**config.mk**
```make
export PLATFORM = sky130hd
export DESIGN_NAME = mem_wb_stage
export DESIGN_NICKNAME = d
export VERILOG_FILES = /design/src/rtl/lapido_pipe_pkg.sv /design/src/rtl/mem_wb_entry_reg.sv /design/src/rtl/mem_wb_stage.sv
export SDC_FILE = /design/constraint.sdc
export NUM_CORES = 1
export LEC_CHECK = 0
export ABC_CLOCK_PERIOD_IN_PS = 6850
export BUFFER_PORTS_ARGS = -buffer_cell sky130_fd_sc_hd__buf_2
export CAP_MARGIN = 20
export CORE_ASPECT_RATIO = 1.5
export CORE_MARGIN = 2
export CORE_UTILIZATION = 50
export CTS_CLUSTER_DIAMETER = 100
export DETAILED_ROUTE_END_ITERATION = 6
export GPL_TIMING_DRIVEN = 0
export PLACE_DENSITY_LB_ADDON = 0.25
export SLEW_MARGIN = 20
export SYNTH_ARGS = -nofsm -noshare
export SYNTH_HDL_FRONTEND = slang
export SYNTH_SLANG_ARGS = --single-unit
```
**constraint.sdc**
```tcl
create_clock -name clock -period 6.85 [get_ports clock]
set_input_delay 1.37 -clock clock [delete_from_list [all_inputs] [get_ports clock]]
set_output_delay 1.37 -clock clock [all_outputs]
set_load 0.005 [all_outputs]
```
**src/rtl/lapido_pipe_pkg.sv**
```systemverilog
// Shared constants and state encoding for the Lapido MEM/WB stage.
package lapido_pipe_pkg;
  localparam int DATA_W_DEF = 32;
  localparam int REG_W_DEF  = 4;

  // The encoding is {skid valid, head valid}, so the state is read straight off the valid bits
  typedef enum logic [1:0] {
    EMPTY = 2'b00,
    ONE   = 2'b01,
    FULL  = 2'b11
  } wb_state_t;

  function automatic logic [1:0] occ_of(input logic h_vld, input logic s_vld);
    return {1'b0, h_vld} + {1'b0, s_vld};
  endfunction
endpackage

```
**src/rtl/mem_wb_entry_reg.sv**
```systemverilog
// One valid-tagged MEM/WB entry. It updates on the falling clock edge; clear wins over load.
module mem_wb_entry_reg
  import lapido_pipe_pkg::*;
#(
  parameter int DATA_W = DATA_W_DEF,
  parameter int REG_W  = REG_W_DEF
) (
  input  logic              clock,
  input  logic              reset,
  input  logic              load,
  input  logic              clear,
  input  logic [DATA_W-1:0] d_mem,
  input  logic [DATA_W-1:0] d_alu,
  input  logic              d_m2r,
  input  logic              d_rw,
  input  logic [REG_W-1:0]  d_reg,
  output logic              q_valid,
  output logic [DATA_W-1:0] q_mem,
  output logic [DATA_W-1:0] q_alu,
  output logic              q_m2r,
  output logic              q_rw,
  output logic [REG_W-1:0]  q_reg
);
  always_ff @(negedge clock or posedge reset) begin
    if (reset) begin
      q_valid <= 1'b0;
      q_mem   <= '0;
      q_alu   <= '0;
      q_m2r   <= 1'b0;
      q_rw    <= 1'b0;
      q_reg   <= '0;
    end else if (clear) begin
      q_valid <= 1'b0;  // payload is left stale, because every consumer gates it with valid
    end else if (load) begin
      q_valid <= 1'b1;
      q_mem   <= d_mem;
      q_alu   <= d_alu;
      q_m2r   <= d_m2r;
      q_rw    <= d_rw;
      q_reg   <= d_reg;
    end
  end
endmodule

```
**src/rtl/mem_wb_stage.sv**
```systemverilog
// MEM/WB stage: a head register plus a skid register with a valid/ready handshake.
// It also provides flush, write-back data selection and a forwarding tap.
module mem_wb_stage
  import lapido_pipe_pkg::*;
#(
  parameter int DATA_W = DATA_W_DEF,
  parameter int REG_W  = REG_W_DEF
) (
  input  logic              clock,
  input  logic              reset,
  input  logic              flush,
  input  logic              in_valid,
  output logic              in_ready,
  input  logic [DATA_W-1:0] DataOutDataMemory_in,
  input  logic [DATA_W-1:0] ALUResult_in,
  input  logic              memToReg_in,
  input  logic              regWrite_in,
  input  logic [REG_W-1:0]  registerFileWrite_in,
  output logic              out_valid,
  input  logic              out_ready,
  output logic [DATA_W-1:0] DataOutDataMemory,
  output logic [DATA_W-1:0] ALUResult,
  output logic              memToReg,
  output logic              regWrite,
  output logic [REG_W-1:0]  registerFileWrite,
  output logic [DATA_W-1:0] writeBackData,
  output logic              fwd_valid,
  output logic [REG_W-1:0]  fwd_reg,
  output logic [DATA_W-1:0] fwd_data,
  output logic [1:0]        occupancy
);
  logic              h_vld, s_vld, h_rw;
  logic [DATA_W-1:0] s_mem, s_alu;
  logic              s_m2r, s_rw;
  logic [REG_W-1:0]  s_reg;
  logic              h_load, h_clr, h_from_s, s_load, s_clr;
  logic              accept, pop;
  wb_state_t         state;

  assign state    = wb_state_t'({s_vld, h_vld});
  assign in_ready = ~s_vld;
  assign accept   = in_valid & in_ready;
  assign pop      = h_vld & out_ready;

  always_comb begin
    h_load   = 1'b0;
    h_clr    = 1'b0;
    h_from_s = 1'b0;
    s_load   = 1'b0;
    s_clr    = 1'b0;
    if (flush) begin
      h_clr = 1'b1;
      s_clr = 1'b1;
    end else begin
      case (state)
        EMPTY: h_load = accept;
        ONE: begin
          if (pop && accept) h_load = 1'b1;
          else if (pop)      h_clr  = 1'b1;
          else if (accept)   s_load = 1'b1;
        end
        FULL: begin
          if (pop) begin
            h_load   = 1'b1;
            h_from_s = 1'b1;
            s_clr    = 1'b1;
          end
        end
        default: begin
          // This state is unreachable. If it occurs, the skid entry is promoted so that it is not lost.
          h_load   = 1'b1;
          h_from_s = 1'b1;
          s_clr    = 1'b1;
        end
      endcase
    end
  end

  mem_wb_entry_reg #(.DATA_W(DATA_W), .REG_W(REG_W)) u_head (
    .clock   (clock),
    .reset   (reset),
    .load    (h_load),
    .clear   (h_clr),
    .d_mem   (h_from_s ? s_mem : DataOutDataMemory_in),
    .d_alu   (h_from_s ? s_alu : ALUResult_in),
    .d_m2r   (h_from_s ? s_m2r : memToReg_in),
    .d_rw    (h_from_s ? s_rw  : regWrite_in),
    .d_reg   (h_from_s ? s_reg : registerFileWrite_in),
    .q_valid (h_vld),
    .q_mem   (DataOutDataMemory),
    .q_alu   (ALUResult),
    .q_m2r   (memToReg),
    .q_rw    (h_rw),
    .q_reg   (registerFileWrite)
  );

  mem_wb_entry_reg #(.DATA_W(DATA_W), .REG_W(REG_W)) u_skid (
    .clock   (clock),
    .reset   (reset),
    .load    (s_load),
    .clear   (s_clr),
    .d_mem   (DataOutDataMemory_in),
    .d_alu   (ALUResult_in),
    .d_m2r   (memToReg_in),
    .d_rw    (regWrite_in),
    .d_reg   (registerFileWrite_in),
    .q_valid (s_vld),
    .q_mem   (s_mem),
    .q_alu   (s_alu),
    .q_m2r   (s_m2r),
    .q_rw    (s_rw),
    .q_reg   (s_reg)
  );

  assign out_valid     = h_vld;
  assign regWrite      = h_rw & h_vld;
  assign writeBackData = memToReg ? DataOutDataMemory : ALUResult;
  assign fwd_valid     = regWrite & (|registerFileWrite);
  assign fwd_reg       = registerFileWrite;
  assign fwd_data      = writeBackData;
  assign occupancy     = occ_of(h_vld, s_vld);
endmodule

```
# Yosys cells after proc, flatten, opt, wreduce, memory -nomap -nowiden
# Cells that the tools add are included.
[totals] register_bits=142 out_inout_bits=143
[op_classes] muxes=25 bitwise=7 reduce_logical=8 add_sub_neg=1 n_eq_ne=2
[op_table] cell="2-to-1 mux 32 bit" count=3
[op_table] cell="2-to-1 mux 1 bit" count=19
[op_table] cell="AND 1 bit" count=4
[op_table] cell="2-to-1 mux 4 bit" count=1
[op_table] cell="AND reduction 2 bit" count=2
[op_table] cell="nonzero test 2 bit" count=2
[op_table] cell="OR reduction 4 bit" count=1
[op_table] cell="NOT 1 bit" count=3
[op_table] cell="one-hot mux 1 bit (3 select lines)" count=1
[op_table] cell="adder 1 x 1 -> 2 bit" count=1
[op_table] cell="== test 2 x 1 -> 1 bit (second input constant)" count=1
[op_table] cell="== test 2 bit (second input constant)" count=1
[op_table] cell="zero test 2 bit" count=1
[op_table] cell="one-hot mux 1 bit (2 select lines)" count=1
[op_table] cell="OR reduction 2 bit" count=1
[op_table] cell="logical AND 1 bit" count=1

# Depth between registers and ports, before layout
[logic_depth] ltp_word=9 depth_mapped=9 depth_no_buf=5

# By module
# A second synthesis with hierarchy kept.
[unflattened] hier_cells=474 hier_area_um2=7711.1
[by_module_without_submodules] module="mem_wb_entry_reg" cells_each=153 area_per_inst_um2=3012.9 n_inst=2
[by_module_without_submodules] module="mem_wb_stage" cells_each=168 area_per_inst_um2=1685.4 n_inst=1

==> flow_metrics.py <==
metrics = {
    "status": {
        "status": "finished, final reports clean",
    },
    "die": {
        "rows": 55,
        "dieArea_sq_um": 16600,
        "start_util": 0.513,
        "core_sq_um": 15100,
        "ios": 218,
        "die_h_um": 157,
        "dieWidth_um": 106,
    },
    "global_routing": {
        "antenna_found_initial": 0,
        "gr-total-overflow": 0,
        "grt_pass1_vias": 6509,
        "grt_use_total": 0.270,
        "grt_pass1_wl_um": 34900,
        "grt_max_degree": 34,
    },
    "run": {
        "cap_violations": 0,
    },
    "route": {
        "ant_nets": 0,
        "dr.pass1.iters": 7,
        "drc": 0,
        "drtIter0Drc": 329,
        "vias": 6744,
        "routed_via_density": 6.02,
        "drt_wl_total_um": 22300,
        "wl_per_cell_um": 19.9,
    },
    "worst_setup_path": {
        "cp.arrival_ps": 5330,
        "max_stage_delay_ps": 560,
        "cp_max_fo": 10,
        "cp-start-kind": "flip-flop",
        "worst-path-buf-inv": 3,
        "critPathCaptureType": "primary output",
        "cpMaxStageDelayCell": "dfrtn_1",
        "crit_family": "flip-flops",
        "required_ps": 5480,
        "timing.reg2reg.setup_slack_ps": 4400,
        "crit_type": "flip-flop to primary output",
        "worstPathCellList": "clkbuf_4 > mux2_2 > buf_4 > buf_2",
    },
    "cells_and_area": {
        "final_cell_mix": "buf_2, dfrtn_1, a31oi_2",
        "nets": 989,
        "mostFrequentLayoutCell": "buf_2",
        "area_delta_synth_final_pct": 26.6,
        "utilization": 0.650,
        "num_antenna_cells": 0,
        "drive_gt1_frac": 0.452,
    },
    "sta": {
        "maxSlewHeadroom": 0.531,
        "hold_viol": 0,
        "tightest_slew_ps": 702,
        "finalClockSkew_ps": 8.42,
        "slew_viol_final": 0,
        "setup_ws_ps": 154,
        "rsz0062_at_grt": "no",
        "setup_violations": 0,
        "hold_slack_ps": 437,
    },
    "clock_network": {
        "cts_sinks": 142,
        "cts_tree": "done",
        "cts_max_level": 4,
        "clk_latency_ps": 400,
        "root_buffer": "clkbuf_16",
        "cts_buffer_depth": 2,
        "post_cts_buffers": 0,
        "clk_pin_slew_ps": 40,
        "cts_buffers": 17,
    },
    "power": {
        "fin_total_pwr_mw": 4.04,
        "p_per_area_nw_per_um2": 411,
        "vdd_drop_max_mv": 0.201,
        "p_leak_nw": 3.98,
    },
    "min_path": {
        "hold_path_class": "flip-flop to flip-flop",
    },
    "synthesis": {
        "ys_seq_elements": 142,
        "syn-num-nets": 751,
        "yosysWarnings": 0,
        "ys_types": 29,
        "synthCells": 671,
        "seq_area_frac_synth": 0.457,
        "syn_area_per_cell_sq_um": 11.6,
        "syn_area_sq_um": 7770,
    },
    "place": {
        "io_buffers": 216,
        "place.gp.congestion": 0.821,
        "hpwlAfterDp_um": 16400,
        "place_ws_ps": 75.4,
    },
}
[cells in the mapped netlist]
master	instances	area share
mux2_1	70	0.10
o41a_1	1	0.0014
ha_1	5	0.0080
and2_1	1	0.00081
nor2_1	1	0.00048
o21ai_0	71	0.046
o31ai_1	1	0.00097
inv_2	1	0.00048
a31oi_1	1	0.00081
a31oi_2	72	0.12
a22o_1	1	0.0011
buf_6	8	0.012
clkbuf_1	61	0.029
a221oi_1	70	0.079
dfrtn_1	142	0.46
buf_2	12	0.0077
mux2_2	32	0.046
a31o_2	1	0.0011
nor4_1	1	0.00081
nand2_1	1	0.00048
a21oi_1	1	0.00064
nand4_1	1	0.00081
nor2b_1	1	0.00081
inv_1	3	0.0014
and3_1	1	0.00081
a31o_1	2	0.0023
nor3b_1	1	0.00097
buf_4	37	0.036
nand3_1	71	0.046
[layer usage]
| layer | GRT usage | vias up | part of all wire |
|---|---|---|---|
| li1 | - | 3048 | - |
| met1 | 0.320 | 3382 | 0.38 |
| met2 | 0.488 | 263 | 0.53 |
| met3 | 0.0471 | 51 | 0.058 |
| met4 | 0.102 | 0 | 0.030 |
| met5 | 0 | - | 0 |
[final timing paths]
kind / to / startpoint / depth (start not counted)
worst min-delay path: u_skid.q_alu[10] / u_skid.q_alu[10] / 1
max in group asynchronous: u_skid.q_alu[18] / reset / 4
worst min register to register: u_skid.q_alu[10] / u_skid.q_alu[10] / 1
worst max register to register: u_head.q_alu[17] / u_skid.q_valid / 7
min in group asynchronous: u_head.q_mem[3] / reset / 2
worst max-delay path: writeBackData[20] / u_head.q_m2r / 4
[final cells by class]
cell class	instances	area (sq um)
plain buffers	117	664
clock buffers	19	433
clock inverters	13	213
fillers	1277	5300
inverters	4	18.8
multi-input cells	407	3550
flip-flops and latches	142	3550
well taps	199	249
repair buffers	220	1160
[metrics by stage]
stage / std cells / TNS, ps / area, sq um
floorplan: 671 / 0 / 7780
global placement: 1086 / -74110 / 9110
detailed placement: 1090 / 0 / 9190
CTS: 1121 / 0 / 9840
global route: 1121 / 0 / 9840
finish: 1121 / 0 / 9840
[report_power, final]
group	switching, mW	total (mW)	internal (mW)
clock network	0.367	1.02	0.649
registers	0.286	1.53	1.24
logic	0.660	1.50	0.837
[repair_timing]
| action | 4_1_cts | 5_1_grt |
|---|---|---|
| resized for setup | 6 | 0 |
| hold buffers | 0 | 0 |
| setup endpoints to repair | 58 | 0 |
[cell families after synthesis]
logic type                 count (synthesis)  share of synthesized area
buffers and inverters                    122                     0.0864
AOI/OAI and AO/OA                        221                      0.249
DFF                                      142                      0.457
adders and majority gates                  5                    0.00805
and+or+nand+nor                           79                     0.0517
muxes                                    102                      0.148
No activity file was read; power rests on OpenSTA's default activity.
